## src/rtl/pwm_config_sequencer.sv

```systemverilog
// pwm_config_sequencer: turns the SPI byte stream into staged PWM channel
// configuration and commits it to the active outputs at each period boundary.
module pwm_config_sequencer #(
  parameter int          NUM_CH  = 4,
  parameter logic [15:0] RST_CNT = 16'hFFFF
) (
  input  logic                  CLK,
  input  logic                  RST,
  input  logic                  cs_active,
  input  logic                  rx_valid,
  input  logic [7:0]            rx_byte,
  input  logic [NUM_CH-1:0]     period_end,
  output logic [16*NUM_CH-1:0]  sw_val,
  output logic [16*NUM_CH-1:0]  cnt_val,
  output logic [16*NUM_CH-1:0]  psc_val,
  output logic [NUM_CH-1:0]     pending,
  output logic                  addr_err,
  output logic                  busy
);

  localparam logic [1:0] S_IDLE = 2'd0;
  localparam logic [1:0] S_ADDR = 2'd1;
  localparam logic [1:0] S_DATA = 2'd2;

  localparam logic [8:0] ADDR_LIM = 9'(NUM_CH * 6);

  logic [1:0]        r_state;
  logic [7:0]        r_addr;
  logic [7:0]        r_hold;
  logic [7:0]        r_hold_addr;
  logic              r_hold_valid;
  logic              r_addr_err;
  logic [NUM_CH-1:0] r_pending;

  logic [15:0] r_stg_sw  [NUM_CH];
  logic [15:0] r_stg_cnt [NUM_CH];
  logic [15:0] r_stg_psc [NUM_CH];
  logic [15:0] r_act_sw  [NUM_CH];
  logic [15:0] r_act_cnt [NUM_CH];
  logic [15:0] r_act_psc [NUM_CH];

  logic              w_data_wr;
  logic              w_in_rng;
  logic [7:0]        w_ch;
  logic [2:0]        w_off;
  logic [1:0]        w_reg;
  logic              w_full;
  logic              w_lo_wr;
  logic [NUM_CH-1:0] w_commit;

  // Byte acceptance and address decode for the current data byte
  always_comb begin
    w_data_wr = (r_state == S_DATA) && cs_active && rx_valid;
    w_in_rng  = ({1'b0, r_addr} < ADDR_LIM);
    w_ch      = r_addr / 8'd6;
    w_off     = 3'(r_addr % 8'd6);
    w_reg     = w_off[2:1];
    w_full    = r_hold_valid && (r_hold_addr == (r_addr - 8'd1));
    w_lo_wr   = w_data_wr && w_in_rng && w_off[0];
    w_commit  = period_end & r_pending & {NUM_CH{~cs_active}};
  end

  // Transaction FSM, address pointer, upper-byte hold and error flag
  always_ff @(posedge CLK) begin
    if (RST) begin
      r_state      <= S_IDLE;
      r_addr       <= 8'd0;
      r_hold       <= 8'd0;
      r_hold_addr  <= 8'd0;
      r_hold_valid <= 1'b0;
      r_addr_err   <= 1'b0;
    end else if (!cs_active) begin
      r_state      <= S_IDLE;
      r_hold_valid <= 1'b0;
    end else begin
      case (r_state)
        S_IDLE: r_state <= S_ADDR;
        S_ADDR: begin
          if (rx_valid) begin
            r_addr       <= rx_byte;
            r_hold_valid <= 1'b0;
            r_addr_err   <= 1'b0;
            r_state      <= S_DATA;
          end
        end
        S_DATA: begin
          if (rx_valid) begin
            r_addr <= r_addr + 8'd1;
            if (!w_in_rng) begin
              r_addr_err <= 1'b1;
            end else if (!w_off[0]) begin
              r_hold       <= rx_byte;
              r_hold_addr  <= r_addr;
              r_hold_valid <= 1'b1;
            end else begin
              r_hold_valid <= 1'b0;
            end
          end
        end
        default: r_state <= S_IDLE;
      endcase
    end
  end

  // Per-channel staging writes and atomic commit to active registers.
  // A write needs cs_active high and a commit needs it low, so the two
  // branches never compete for the same channel in one cycle.
  always_ff @(posedge CLK) begin
    if (RST) begin
      r_pending <= '0;
      for (int i = 0; i < NUM_CH; i++) begin
        r_stg_sw[i]  <= 16'h0000;
        r_stg_cnt[i] <= RST_CNT;
        r_stg_psc[i] <= 16'h0000;
        r_act_sw[i]  <= 16'h0000;
        r_act_cnt[i] <= RST_CNT;
        r_act_psc[i] <= 16'h0000;
      end
    end else begin
      for (int i = 0; i < NUM_CH; i++) begin
        if (w_lo_wr && (w_ch == 8'(i))) begin
          r_pending[i] <= 1'b1;
          case (w_reg)
            2'd0: r_stg_sw[i] <=
              {w_full ? r_hold : r_stg_sw[i][15:8], rx_byte};
            2'd1: r_stg_cnt[i] <=
              {w_full ? r_hold : r_stg_cnt[i][15:8], rx_byte};
            default: r_stg_psc[i] <=
              {w_full ? r_hold : r_stg_psc[i][15:8], rx_byte};
          endcase
        end else if (w_commit[i]) begin
          r_pending[i] <= 1'b0;
          r_act_sw[i]  <= r_stg_sw[i];
          r_act_cnt[i] <= r_stg_cnt[i];
          r_act_psc[i] <= r_stg_psc[i];
        end
      end
    end
  end

  for (genvar g = 0; g < NUM_CH; g++) begin : g_out
    assign sw_val[16*g +: 16]  = r_act_sw[g];
    assign cnt_val[16*g +: 16] = r_act_cnt[g];
    assign psc_val[16*g +: 16] = r_act_psc[g];
  end

  assign pending  = r_pending;
  assign addr_err = r_addr_err;
  assign busy     = (r_state != S_IDLE);

endmodule
```

## config.mk

```make
export PLATFORM = sky130hd
export DESIGN_NAME = pwm_config_sequencer
export DESIGN_NICKNAME = d
export VERILOG_FILES = /design/src/rtl/pwm_config_sequencer.sv
export SDC_FILE = /design/constraint.sdc
export NUM_CORES = 1
export LEC_CHECK = 0
export BUFFER_PORTS_ARGS = -buffer_cell sky130_fd_sc_hd__buf_2
export CAP_MARGIN = 20
export CELL_PAD_IN_SITES_DETAIL_PLACEMENT = 1
export CELL_PAD_IN_SITES_GLOBAL_PLACEMENT = 1
export CORE_ASPECT_RATIO = 0.5
export CORE_UTILIZATION = 45
export CTS_CLUSTER_SIZE = 14
export DETAILED_ROUTE_END_ITERATION = 10
export PLACE_DENSITY_LB_ADDON = 0.1
export RECOVER_POWER = 25
export SLEW_MARGIN = 0
export SYNTH_ARGS = -nofsm -noshare
export SYNTH_HDL_FRONTEND = slang
export SYNTH_SLANG_ARGS = --single-unit
```

## constraint.sdc

```tcl
create_clock -name CLK -period 11.77 [get_ports CLK]
set_input_delay 1.7655 -clock CLK [delete_from_list [all_inputs] [get_ports CLK]]
set_output_delay 1.7655 -clock CLK [all_outputs]
set_load 0.05 [all_outputs]
```

==> results.ini, run 1 <==
[run_status]
outcome = finished with violations
violations = max-capacitance violations, max-slew violations

[cells_and_area]
layout.nets = 1383
design_area_sq_um = 19800
syn2layout_area_growth_pct = 14.5
layout-drive-gt1-share = 0.179

[cts]
ctsRootBufferMaster = clkbuf_16
cts.clk_slew.worst_paths_ns = 0.06
cts_sinks = 416
cts_setup_buffers = 0
cts_buffers = 39
cts_resized = 0
h-tree-depth = 2
cts_tree = yes
clock_latency_ns = 0.55
holdBufCountCts = 0
ctsLongestPathBuffers = 3

[floorplanning]
io_pins = 214
die_w_microns = 279
dieHeight_microns = 141
die_area_sq_um = 39300
start_util = 0.460
core_sq_um = 37700
num_rows = 50

[hold_path]
hp-class = flip-flop to flip-flop
hold_start = pending[2]
holdPathStages = 2
holdPathEnd = pending[2]

[yosys]
ys_top_cells_by_count = edfxtp_1 (384), and2_1 (152), nand2b_1 (132)
syn_nets = 1202
synth_area_leaders = edfxtp_1 (67%), and2_1 (5.5%), nand2b_1 (4.8%)
yosysMostFrequentCell = edfxtp_1
netlist_area_sq_um = 17300
async_reset_ff_frac = 0
synth_ff_type = edfxtp_1
synth_cell_types = 77
ys_seq_area_frac = 0.703
syn_area_per_cell_sq_um = 14.6
synth_enable_flop_cells = 384
yosysWarnings = 0
synthCells = 1182
yosysTopAreaCell = edfxtp_1
yosys_register_bits = 416
synth_top_area_share = 0.666

[placed_design]
dp_slack_ns = 6.89
port_buffers = 213
dpl.hpwl_mm = 28.8
place_area_sq_um = 18700
gp_congestion = 0.843

[global_route]
grt-ovfl-total = 0
grt_max_degree = 72
antenna_found_initial = 3
first_global_vias = 10579
grt_pass1_wl_mm = 65.6
grt_usage = 0.225

[sta]
max_freq_ghz = 0.183
post-route-period-util = 0.463
tightest_slew_ns = 2.43
slew_headroom = -0.621
hold_violations = 0
fin_skew_ns = 0.0234
finalSetupViolations = 0
layout_setup_ws_ns = 6.32
period_needed_ns = 5.45
rsz0062_at_grt = false
tns_ns = 0
drv_slew = 145

[routing]
vias = 10099
ant_nets = 0
routed_wl_mm = 44.3
drc = 0
dr.pass1.iters = 5
wl_per_cell_microns = 23.1
first_iter_violations = 914
viasPerCell = 5.28

[critical_path]
r2r_end = r_stg_cnt[2][7]
worst-r2r-cell-count = 6
arrival_ns = 5.67
required_ns = 11.98
critPathKind = primary input to flip-flop
end_kind = flip-flop
startpoint_type = primary input
cp_max_fo = 46
r2r_slack_ns = 7.45
r2r_start = r_addr[5]

[power_and_ir_drop]
p_leak_uw = 0.00690
p_per_area_nw_per_um2 = 156
ir_worst_vdd_mv = 0.0940

[job]
cap_violations = 3

## state kept, by name, indices dropped and copies added (netlist names)
| signal | flops |
|---|---|
| r_act_cnt | 64 |
| pending | 4 |
| r_act_sw | 64 |
| r_addr | 8 |
| r_stg_cnt | 64 |
| r_hold | 8 |
| r_act_psc | 64 |
| r_hold_addr | 8 |
| r_hold_valid | 1 |
| r_state | 2 |
| r_stg_psc | 64 |
| addr_err | 1 |
| r_stg_sw | 64 |
## placed cells by master, fill, tap and decap left out, drive strengths merged, types with 7 or more instances in the layout
master | Yosys | layout
a21oi | 14 | 14
a22oi | 7 | 7
a31o | 7 | 7
and2 | 152 | 152
and3 | 114 | 114
buf | 34 | 147
clkbuf | 63 | 146
clkinv | 1 | 13
dfxtp | 32 | 32
edfxtp | 384 | 384
inv | 7 | 8
mux2i | 13 | 13
nand2 | 23 | 23
nand2b | 132 | 132
nand3 | 13 | 13
nor2 | 32 | 32
nor3 | 13 | 13
o21ai | 18 | 18
o31ai | 7 | 7
xnor2 | 10 | 10
## critical path, stage by stage
cell and delay [ns]:
buf_2 0.07, clkbuf_1 1.72, inv_1 1.00, o21ai_4 0.60, buf_4 0.46
## power by group
group	internal [uW]	switching (uW)
combinational	36.1	154
clock	700	554
sequential	1640	14.5
## worst max-delay path by stage
stage / start / end / slack [ns] / cells after the start
3_5_place_dp: cs_active / r_stg_cnt[0][8] / 6.89 / 6
3_3_place_gp: cs_active / r_stg_cnt[0][10] / 7.11 / 6
2_1_floorplan: cs_active / r_act_cnt[2][0] / 5.83 / 2
6_report: RST / r_act_cnt[3][5] / 6.32 / 5
4_1_cts: r_addr[0] / r_stg_cnt[0][13] / 7.45 / 8
5_1_grt: RST / r_act_cnt[3][7] / 6.08 / 5
## layer usage
metal,vias up,GRT usage,wire (microns)
li1,4647,-,-
met1,5128,0.306,19500
met2,249,0.373,21300
met3,75,0.0360,2290
met4,0,0.0676,1240
met5,-,0,0
## stage by stage
| stage | util | hold WS [ns] | power [uW] | instances |
|---|---|---|---|---|
| 2_1_floorplan | - | 0.450 | 1820 | 1182 |
| 3_3_place_gp | 0.497 | 0.481 | 1870 | 1838 |
| 3_5_place_dp | 0.497 | 0.490 | 1880 | 1839 |
| 4_1_cts | 0.530 | 0.504 | 3120 | 1910 |
| 5_1_grt | 0.526 | 0.507 | 3190 | 1913 |
| 6_report | 0.526 | 0.494 | 3100 | 1914 |
## cell families (layout without fill, tap and decap cells)
group | Yosys count | count (layout) | share of synthesized area
simple gates | 514 | 514 | 0.186
flops | 416 | 416 | 0.703
compound gates | 111 | 111 | 0.0576
buf+inv | 105 | 316 | 0.0335
xor+xnor | 16 | 16 | 0.00809
mux | 16 | 16 | 0.00947
fa+ha+maj | 4 | 4 | 0.00289
other cells | 0 | 1 | 0
## area by class of cell
class	instances	area (sq um)
fill	3796	17800
multi-input combinational	661	4600
clock buffer	56	1100
sequential	416	12200
tap	520	651
antenna	1	2.50
clock inverter	15	131
timing repair buffer	237	1130
inverter	8	31.3
(Power assumes the default switching activity.)
==> run 2, diff against run 1 <==
Settings changed: CORE_UTILIZATION 45 to 44.
Clock period 11.77 ns to 4.42 ns, I/O delays scaled along.
==> run 2 against run 1 <==
  * The flow still finishes with violations (max-capacitance violations, max-slew violations)
  * Critical path depth unchanged
  * Die area up 2.3%
  * First-iteration DRC count down 18%
  * Global-route usage down 0.34 points
  * Worst setup slack worse by 5.8 ns
  * Largest cell class unchanged
==> results.ini, run 2 (synthesized netlist as in run 1, its figures left out) <==
[critical_path]
slowest_stage = clkbuf_1
startpoint = RST
crit_chain = clkbuf_1 -> clkbuf_1 -> nor3_1 -> clkbuf_1 -> and2_0
cp_top_family = buffers and inverters
cp.depth = 5  ; unchanged
cpMostUsedCell = clkbuf_1
endpoint = r_act_psc[3][8]
crit_path_max_incr_delay_ns = 1.77  ; +0.05 ns
worst-r2r-cell-count = 7  ; +1
end_kind = flip-flop
r2r_slack_ns = 0.62  ; -6.83 ns
r2r_start = r_addr[4]
cp_max_fo = 48  ; +4.3%
startpoint_type = primary input
path_buf_inv = 3  ; -1
required_ns = 4.70  ; -7.28 ns
critPathKind = primary input to flip-flop
r2r_end = r_stg_psc[2][6]
arrival_ns = 4.18  ; -1.49 ns

[power_and_ir_drop]
ir_worst_vdd_mv = 0.217  ; +130%
p_leak_uw = 0.00700  ; +1.4%
clockPowerShare = 0.395  ; -0.010
p_sw_frac = 0.234  ; +0.000426
comb_power_share = 0.063  ; +0.002
p_per_area_nw_per_um2 = 409  ; +160%
power_switching_uw = 1900  ; +160%
pwr-share-seq = 0.542  ; +0.008
internal_power_uw = 6230  ; +160%

[cts]
cts_setup_buffers = 0  ; unchanged
holdBufCountCts = 0  ; unchanged
cts.clk_slew.worst_paths_ns = 0.06  ; about the same
cts_sinks = 416  ; unchanged
cts_tree = yes
cts_resized = 0  ; unchanged
clock_latency_ns = 0.55  ; about the same
ctsRootBufferMaster = clkbuf_16
h-tree-depth = 2  ; unchanged
cts_buffers = 39  ; unchanged
ctsLongestPathBuffers = 3  ; unchanged

[sta]
layout_setup_ws_ns = 0.524  ; -5.79 ns
tightest_slew_ns = 2.77  ; +0.339 ns
hold_violations = 0  ; unchanged
max_freq_ghz = 0.257
fin_skew_ns = 0.0206  ; -0.00279 ns
period_needed_ns = 3.90
drv_slew = 162  ; +12%
finalSetupViolations = 0  ; unchanged
holdWs_ns = 0.381  ; -0.113 ns
rsz0062_at_grt = false
post-route-period-util = 0.881
slew_headroom = -0.847  ; -0.226

[floorplanning]
core_sq_um = 38100  ; +1.2%
die_w_microns = 283  ; +1.1%
dieHeight_microns = 142  ; +1.1%
start_util = 0.454  ; -0.00528
io_pins = 214  ; unchanged
num_rows = 50  ; unchanged
die_area_sq_um = 40200  ; +2.3%

[routing]
drc = 0  ; unchanged
viasPerCell = 5.31  ; +0.58%
wl_per_cell_microns = 23.0  ; -0.44%
first_iter_violations = 749  ; -18%
ant_nets = 0  ; unchanged
vias = 10195  ; +0.95%
routed_wl_mm = 44.3  ; about the same
dr.pass1.iters = 5  ; unchanged

[cells_and_area]
layout-drive-gt1-share = 0.204  ; +0.0244
layout_commonest_cell = edfxtp_1
syn2layout_area_growth_pct = 14.6
final_cell_mix = edfxtp_1 (384), buf_2 (152), nand2b_1 (132)
n_fill_cell = 3778  ; -0.47%
final_cells = 1921  ; +0.37%
design_area_sq_um = 19900  ; +0.17%
layout.nets = 1389  ; +0.43%
final_util = 0.521  ; -0.00516

[placed_design]
gp_congestion = 0.830  ; -1.5%
dp_slack_ns = 0.701  ; -6.19 ns
port_buffers = 213  ; unchanged
dp.cells = 1847  ; +0.44%
dpl.hpwl_mm = 29.0  ; +0.60%
place_area_sq_um = 18800  ; +0.28%

[run_status]
violations = max-capacitance violations, max-slew violations
outcome = finished with violations

[global_route]
grt_max_degree = 51  ; -29%
first_global_vias = 10659  ; +0.76%
grt_pass1_wl_mm = 65.7  ; +0.11%
grt_usage = 0.221  ; -0.00337
antenna_found_initial = 7  ; +4
grt-ovfl-total = 0  ; unchanged

[hold_path]
hp-class = primary input to flip-flop

[job]
cap_violations = 4  ; +1

==> run 2: cell count changes in the layout (fill, tap and decap cells not counted), moves of 4 or more <==
cell      before  now
clkbuf_1     104   76
buf_2        129  152
clkinv_2       2    6
buf_4         17   23
and2_0        77   53
and2_1        74   98
==> run 2: cell type report <==
type / count / area, sq um / area share
flip-flops and latches: 416 / 12200 / 0.613
clock buffers: 53 / 1070 / 0.0539
multi-input cells: 661 / 4600 / 0.232
well taps: 520 / 651 / 0.0328
repair buffers: 243 / 1200 / 0.0604
clock inverters: 17 / 118 / 0.00592
inverters: 8 / 31.3 / 0.00158
diodes: 3 / 7.51 / 0.000378
==> run 2: worst register-to-register path, delay by kind of cell (launching register included) <==
family	cells	cell delay, ns
xor+xnor	1	0.25
compound gates	2	0.46
flops	1	1.00
buf+inv	1	0.45
simple gates	3	1.49
==> run 2: power groups by stage <==
stage,clock (uW),combinational (uW),sequential (uW)
floorplan,0,221,4630
global placement,0,507,4480
detailed placement,0,518,4490
CTS,3280,519,4400
global route,3430,541,4410
finish,3210,512,4400
==> run 2: worst min-delay path by stage <==
stage / start / end / depth (start not counted)
4_1_cts: rx_valid / r_state[0] / 2
3_3_place_gp: r_hold_addr[0] / r_hold_addr[0] / 1
2_1_floorplan: r_hold_addr[6] / r_hold_addr[6] / 1
3_5_place_dp: r_hold_addr[0] / r_hold_addr[0] / 1
5_1_grt: rx_valid / r_state[0] / 2
6_report: rx_valid / r_state[0] / 2
==> run 2: routing by layer <==
layer	track usage	wire length, microns	up-vias
li1	-	-	4664
met1	0.294	19200	5208
met2	0.369	21500	264
met3	0.0455	2770	59
met4	0.0615	863	0
met5	0	0	-
==> run 2: through the flow <==
stage	setup TNS, ns	total power (uW)
after floorplan	-79.76	4850
after global placement	0	4990
after detailed placement	0	5010
after CTS	0	8200
after global routing	0	8380
final	0	8130
